==> src/rtl/dat_xfer_sequencer.sv <==
// Control-side sequencer for the SD-host DAT datapath: issues blocks, guards each one with a watchdog, reports done/error.
// Build option SDH_AUTO_STOP_EN adds a STOP handshake (stop_req/stop_ack) after a successful multiblock transfer.
module dat_xfer_sequencer #(
    parameter int NS_HOLD = 5,
    parameter int CNT_W   = 16
) (
    input  logic             clock,
    input  logic             reset,
    input  logic             start,
    input  logic             write,
    input  logic [CNT_W-1:0] block_count,
    input  logic [3:0]       block_size,
    input  logic [15:0]      timeout_value,
    input  logic             timeout_en,
    input  logic             abort,
    input  logic             fifo_full,
    input  logic             fifo_empty,
    input  logic             dat_block_done,
    input  logic             dat_crc_error,
`ifdef SDH_AUTO_STOP_EN
    input  logic             stop_ack,
`endif
    output logic             dat_new_service,
    output logic             dat_write_read,
    output logic             dat_multiblock,
    output logic [3:0]       dat_block_size,
    output logic [15:0]      dat_timeout,
    output logic             dat_timeout_enable,
    output logic             busy,
    output logic             done,
    output logic             error,
    output logic [1:0]       error_code,
    output logic [CNT_W-1:0] blocks_left,
    output logic             stop_req
);
    localparam logic [2:0] S_IDLE      = 3'd0;
    localparam logic [2:0] S_WAIT_FIFO = 3'd1;
    localparam logic [2:0] S_ISSUE     = 3'd2;
    localparam logic [2:0] S_ACTIVE    = 3'd3;
    localparam logic [2:0] S_FINISH    = 3'd4;
    localparam logic [2:0] S_ERROR     = 3'd5;
`ifdef SDH_AUTO_STOP_EN
    localparam logic [2:0] S_STOP      = 3'd6;
`endif

    localparam logic [1:0] E_NONE  = 2'b00;
    localparam logic [1:0] E_TMO   = 2'b01;
    localparam logic [1:0] E_CRC   = 2'b10;
    localparam logic [1:0] E_ABORT = 2'b11;

    localparam int NS_W = $clog2(NS_HOLD);

    logic [2:0]       state_q,  state_d;
    logic [NS_W-1:0]  ns_cnt_q, ns_cnt_d;
    logic [15:0]      wd_q,     wd_d;
    logic [CNT_W-1:0] blocks_q, blocks_d;
    logic             wr_q,     wr_d;
    logic             mb_q,     mb_d;
    logic [3:0]       bs_q,     bs_d;
    logic [15:0]      tmo_q,    tmo_d;
    logic             tmo_en_q, tmo_en_d;
    logic             err_q,    err_d;
    logic [1:0]       code_q,   code_d;
    logic             wd_hit;

    assign wd_hit = tmo_en_q && (wd_q == tmo_q);

    always_comb begin
        state_d  = state_q;
        ns_cnt_d = ns_cnt_q;
        wd_d     = wd_q;
        blocks_d = blocks_q;
        wr_d     = wr_q;
        mb_d     = mb_q;
        bs_d     = bs_q;
        tmo_d    = tmo_q;
        tmo_en_d = tmo_en_q;
        err_d    = err_q;
        code_d   = code_q;

        case (state_q)
            S_IDLE: begin
                if (start) begin
                    state_d  = S_WAIT_FIFO;
                    wr_d     = write;
                    mb_d     = (block_count > CNT_W'(1));
                    bs_d     = block_size;
                    tmo_d    = timeout_value;
                    tmo_en_d = timeout_en;
                    blocks_d = (block_count == '0) ? CNT_W'(1) : block_count;
                    err_d    = 1'b0;
                    code_d   = E_NONE;
                end
            end
            S_WAIT_FIFO: begin
                // Writes need data to send; reads need room to land data.
                if (wr_q ? !fifo_empty : !fifo_full) begin
                    state_d  = S_ISSUE;
                    ns_cnt_d = '0;
                    wd_d     = '0;
                end
            end
            S_ISSUE: begin
                wd_d = '0;
                if (ns_cnt_q == NS_W'(NS_HOLD - 1)) begin
                    state_d = S_ACTIVE;
                end else begin
                    ns_cnt_d = ns_cnt_q + NS_W'(1);
                end
            end
            S_ACTIVE: begin
                if (dat_crc_error) begin
                    state_d = S_ERROR;
                    err_d   = 1'b1;
                    code_d  = E_CRC;
                end else if (wd_hit) begin
                    state_d = S_ERROR;
                    err_d   = 1'b1;
                    code_d  = E_TMO;
                end else begin
                    if (tmo_en_q) begin
                        wd_d = wd_q + 16'd1;
                    end
                    if (dat_block_done) begin
                        if (blocks_q != '0) begin
                            blocks_d = blocks_q - CNT_W'(1);
                        end
                        if (blocks_q <= CNT_W'(1)) begin
`ifdef SDH_AUTO_STOP_EN
                            if (mb_q) begin
                                state_d = S_STOP;
                                wd_d    = '0;
                            end else begin
                                state_d = S_FINISH;
                            end
`else
                            state_d = S_FINISH;
`endif
                        end else begin
                            state_d = S_WAIT_FIFO;
                        end
                    end
                end
            end
`ifdef SDH_AUTO_STOP_EN
            S_STOP: begin
                if (wd_hit) begin
                    state_d = S_ERROR;
                    err_d   = 1'b1;
                    code_d  = E_TMO;
                end else if (stop_ack) begin
                    state_d = S_FINISH;
                end else if (tmo_en_q) begin
                    wd_d = wd_q + 16'd1;
                end
            end
`endif
            S_FINISH: state_d = S_IDLE;
            S_ERROR:  state_d = S_IDLE;
            default:  state_d = S_IDLE;
        endcase

        // Abort beats every other event; FINISH/ERROR are already terminating.
        if (abort && (state_q != S_IDLE) && (state_q != S_FINISH) && (state_q != S_ERROR)) begin
            state_d  = S_ERROR;
            err_d    = 1'b1;
            code_d   = E_ABORT;
            blocks_d = blocks_q;
        end
    end

    always_ff @(posedge clock or negedge reset) begin
        if (!reset) begin
            state_q  <= S_IDLE;
            ns_cnt_q <= '0;
            wd_q     <= '0;
            blocks_q <= '0;
            wr_q     <= 1'b0;
            mb_q     <= 1'b0;
            bs_q     <= '0;
            tmo_q    <= '0;
            tmo_en_q <= 1'b0;
            err_q    <= 1'b0;
            code_q   <= E_NONE;
        end else begin
            state_q  <= state_d;
            ns_cnt_q <= ns_cnt_d;
            wd_q     <= wd_d;
            blocks_q <= blocks_d;
            wr_q     <= wr_d;
            mb_q     <= mb_d;
            bs_q     <= bs_d;
            tmo_q    <= tmo_d;
            tmo_en_q <= tmo_en_d;
            err_q    <= err_d;
            code_q   <= code_d;
        end
    end

    assign dat_new_service    = (state_q == S_ISSUE) && !abort;
    assign dat_write_read     = wr_q;
    assign dat_multiblock     = mb_q;
    assign dat_block_size     = bs_q;
    assign dat_timeout        = tmo_q;
    assign dat_timeout_enable = tmo_en_q;
    assign busy               = (state_q != S_IDLE);
    assign done               = (state_q == S_FINISH) || (state_q == S_ERROR);
    assign error              = err_q;
    assign error_code         = code_q;
    assign blocks_left        = blocks_q;
`ifdef SDH_AUTO_STOP_EN
    assign stop_req           = (state_q == S_STOP);
`else
    assign stop_req           = 1'b0;
`endif

endmodule

==> config.mk <==
export PLATFORM = sky130hd
export DESIGN_NAME = dat_xfer_sequencer
export DESIGN_NICKNAME = d
export VERILOG_FILES = /design/src/rtl/dat_xfer_sequencer.sv
export SDC_FILE = /design/constraint.sdc
export NUM_CORES = 1
export LEC_CHECK = 0
export BUFFER_PORTS_ARGS = -buffer_cell sky130_fd_sc_hd__buf_2
export CAP_MARGIN = 0
export CORE_UTILIZATION = 54
export CTS_CLUSTER_SIZE = 8
export DETAILED_ROUTE_END_ITERATION = 10
export PLACE_DENSITY = 0.8
export SLEW_MARGIN = 25
export SYNTH_ARGS = -nofsm -noshare
export SYNTH_HDL_FRONTEND = slang
export SYNTH_SLANG_ARGS = --single-unit
==> constraint.sdc <==
create_clock -name clock -period 3.52 [get_ports clock]
set_clock_uncertainty 0.1 [all_clocks]
set_input_delay 0.704 -clock clock [delete_from_list [all_inputs] [get_ports clock]]
set_output_delay 0.704 -clock clock [all_outputs]
set_load 0.03 [all_outputs]
==> run summary <==
The run finished, with violations left. The checks that failed: design-rule violations. The run gives 92 as the number of top-level pins.

Compared with the post-synthesis result, the final layout area differs by 19.22%. The final clock period utilization by the worst path is 80.98%, and the post-detailed-route via-to-cell ratio is 6.156. The count of TritonRoute iterations in the first routing pass is 11.

Yosys mapped a number of flops with a built-in enable equal to 0. The critical path in this run is classified as reg2reg. For the number of global-route vias before repair, the log shows 3451.

In the final layout, the share of cells above drive strength 1 is 23.38%. For this design the ratio of total power to cell area is 871.2 nW/um^2. After clock tree synthesis, the clock-pin slew on the worst setup and hold paths is 0.07 ns. The run gives 29.87% as the combined global-route utilization of all metal layers. The library cell used most frequently in the layout, excluding fill and tap cells, is nand2_1. Of the total power, the share spent switching nets is 48.11%. The number of filler cells placed in the layout is 551, and the number of nets in the finished design is 573.

For the critical path arrival, the log shows 2.97 ns. The tools report the total negative setup slack as 0 ns. The cell family contributing the most delay on the critical path is compound AO/OA/AOI/OAI gates. The total number of yosys warnings is 0, and the final number of max-transition violations is 0. The finished cells cover 4408 sq um.

The internal power of the cells totals 0.001993 W. The tool flagged a number of max-cap violations equal to 0. Setup repair after global routing left no endpoint under its margin.

The number of post-CTS setup repair buffers is 0, and the flip-flop and latch count after synthesis is 64. Across all layers, the routed design uses 3712 vias. The design draws 0.003840 W. The total of endpoints with negative setup slack in the final report came out at 0. In this run the vertical extent of the chip is 84.75 um.

Counting flops with an async set or reset pin after synthesis yields a share of 100.0%. For the pin with the worst max-slew slack, the measured transition is 1.067 ns. The worst hold path belongs to the class reg2reg. The cell accounting for the most synthesized area was dfrtp_1. The clock tree root driver cell is clkbuf_8.

For the total placed instance area, the log shows 4203 sq um. Port buffering added 90 buffers. Synthesis produced a netlist with a net count of 491.

Summed over all layers, the routed wires come to 9806 um. The antenna diode count is 0. Routability-driven placement finished with a final weighted congestion of 0.9209. Across all setup checks in the final design, the least slack found is 0.6694 ns. Combinational logic is responsible for 49.4% of the overall power. The row count is 29. The slowest stage of the critical path belongs to the cell o211ai_1. In the synthesized netlist the dominant register cell turns out to be dfrtp_1.

The portion of total power attributed to sequential cells came out at 33.7%. The combined buffer and inverter count along the critical path is 1. Traced cell by cell, the critical path runs through inv_1, ha_1, or3b_2, nor3_1, a21oi_1, o211ai_1, nor3_1, o32a_1.

The area enclosed by the die boundary was 7182 sq um; the largest driver fanout on the critical path was 14. For this run, the number of standard cells in the final layout without fillers is 603. The instance count of the mapped netlist was 440.

Once the floorplan was initialized, standard cells occupied 56.93% of the core. The minimum clock period is 2.851 ns, and the net switching power is 0.001847 W. Dividing the detail-routed wire length by the instance count gives 16.26 um. The detail route stage leaves a number of antenna-violating nets equal to 0. For this design the static power due to leakage is 2.099 nW. The first routing iteration left 400 violations.

CTS saw 64 sinks. Data on the critical path is required at its endpoint by 3.64 ns. The critical path's most frequent cell is nor3_1. The top cell types in the final layout, fill and taps aside, are nand2_1, buf_2, dfrtp_1. The number of buffers inserted during clock tree synthesis was 9; the area share of the leading cell type in the synthesized netlist was 43.32%.

The tools report the number of remaining DRC errors as 2. The worst relative slew slack was 28.56%. STA classifies the critical path endpoint as a register. The logs give 0 for the number of buffers inserted for hold repair after clock tree synthesis and 1961 sq um for the combined area of the multi-input logic cells. The run gives 2 as the maximum buffer depth of the clock tree.

The total overflow reported by the global router came out at 0. TritonCTS built the clock tree. The number of endpoints with negative hold slack in the final report came out at 0. The global-route wire length before repair is 16770 um, and the clock insertion delay at the later pin of the skew report is 0.34 ns.

Summed over all nets, the half-perimeter wirelength after detailed placement is 7009 um. The sequential cells in the finished layout cover a total of 1602 sq um. A synthesized cell averages 8.403 sq um. The number of levels the H-tree was split into was 3; the fmax was 350.8 MHz. The horizontal die dimension is 84.75 um. Entering global routing, the biggest net connects 65 pins.

The post-synthesis cell area is 3697 sq um, and the portion of total power attributed to the clock network is 16.9%. For the part of the Yosys area used for sequential elements, the log shows 43.32%. The post-placement cell count was 588; the worst-case setup slack after placement was 0.5784 ns. Peak per-stage delay on the critical path: 0.52 ns. The category of the worst setup path launch point is a register. The initial antenna violation count was 0; the count of different cell masters after synthesis was 51.

The floorplan step defined a core boundary enclosing 6495 sq um. For the peak supply drop, the log shows 0.5500 mV. After clock tree synthesis, the repair step resized 0 gates. By area the synthesized netlist is led by dfrtp_1, nand2_1, o21ai_0.
[metal layers]
metal	share of wire, %	track usage [%]
met3	6.3	4.818
met1	46	43.28
met4	2.3	13.25
met2	46	44.35
met5	0	0
[state kept, by name, indices dropped and copies added (netlist names)]
name / flops
error: 1
dat_write_read: 1
blocks_left: 16
state_q: 3
dat_timeout: 16
error_code: 2
wd_q: 16
dat_block_size: 4
dat_multiblock: 1
ns_cnt_q: 3
dat_timeout_enable: 1
[power groups by stage]
stage	logic, W	registers [W]	clock network (W)
floorplan	0.000961	0.00165	0
global placement	0.00186	0.00128	0
detailed placement	0.00189	0.00130	0
CTS	0.00190	0.00129	0.000658
global route	0.00208	0.00134	0.000696
finish	0.00190	0.00129	0.000648
[Yosys cell counts, types with 2 or more instances]
cell / count
nand3b_1: 2
a21oi_1: 22
o21ai_0: 25
nand2_1: 95
xor2_1: 4
a31oi_1: 3
a41oi_1: 2
o22ai_1: 5
and3_1: 8
a22oi_1: 5
nor4_1: 19
clkbuf_1: 24
or2_2: 2
nor2b_1: 4
o31ai_1: 4
inv_1: 9
nand4b_1: 2
a41o_1: 2
nand4_1: 8
or3b_2: 2
nand3_1: 14
mux2i_1: 4
ha_1: 5
o32a_1: 2
xnor2_1: 10
nand2b_1: 6
nor2_1: 20
a21o_1: 5
or3_1: 6
o311ai_0: 12
o211ai_1: 6
o41ai_1: 2
dfrtp_1: 64
or4_1: 4
nor3_1: 17
[final cells by class]
| class | count | area share [%] |
|---|---|---|
| Clock inverter | 3 | 0.9083 |
| Clock buffer | 12 | 3.747 |
| Sequential cell | 64 | 36.33 |
| Inverter | 9 | 0.7664 |
| Timing Repair Buffer | 98 | 11.58 |
| Multi-Input combinational cell | 340 | 44.48 |
| Tap cell | 77 | 2.186 |
[tightest hold or removal path: cells and delay by family, from the launching register on]
kind	cells	cell delay (ns)
and+or+nand+nor	2	0.10
DFF	1	0.34
[per-stage QoR]
stage          hold WS (ns)  utilization, %
2_1_floorplan        0.3084               -
3_3_place_gp         0.3596           64.71
3_5_place_dp         0.3648           64.71
4_1_cts              0.3810           67.87
5_1_grt              0.4100           67.87
6_report             0.3743           67.87
[cells by family (layout without fill, tap and decap cells)]
logic type               count (synthesis)  in the layout  share of synthesized area, %
AO/OA/AOI/OAI                          101            101                         18.11
XOR/XNOR                                14             14                         3.316
adder cells (fa/ha/maj)                  5              5                         1.692
buffers and inverters                   36            122                         3.790
flip-flops                              64             64                         43.32
multiplexers                             5              5                         1.489
other                                    1              1                        0.1014
AND/OR/NAND/NOR                        214            214                         28.19
[worst paths after layout]
path	startpoint	to	slack, ns	depth (start not counted)
min in group asynchronous	reset	blocks_left[6]	0.41	2
worst min register to register	dat_block_size[3]	dat_block_size[3]	0.37	2
worst min-delay path	dat_block_size[3]	dat_block_size[3]	0.37	2
worst max register to register	blocks_left[0]	blocks_left[11]	0.67	8
worst max-delay path	blocks_left[0]	blocks_left[11]	0.67	8
max in group asynchronous	reset	blocks_left[12]	2.35	2
Note: power is estimated with default switching activity, not from simulation.
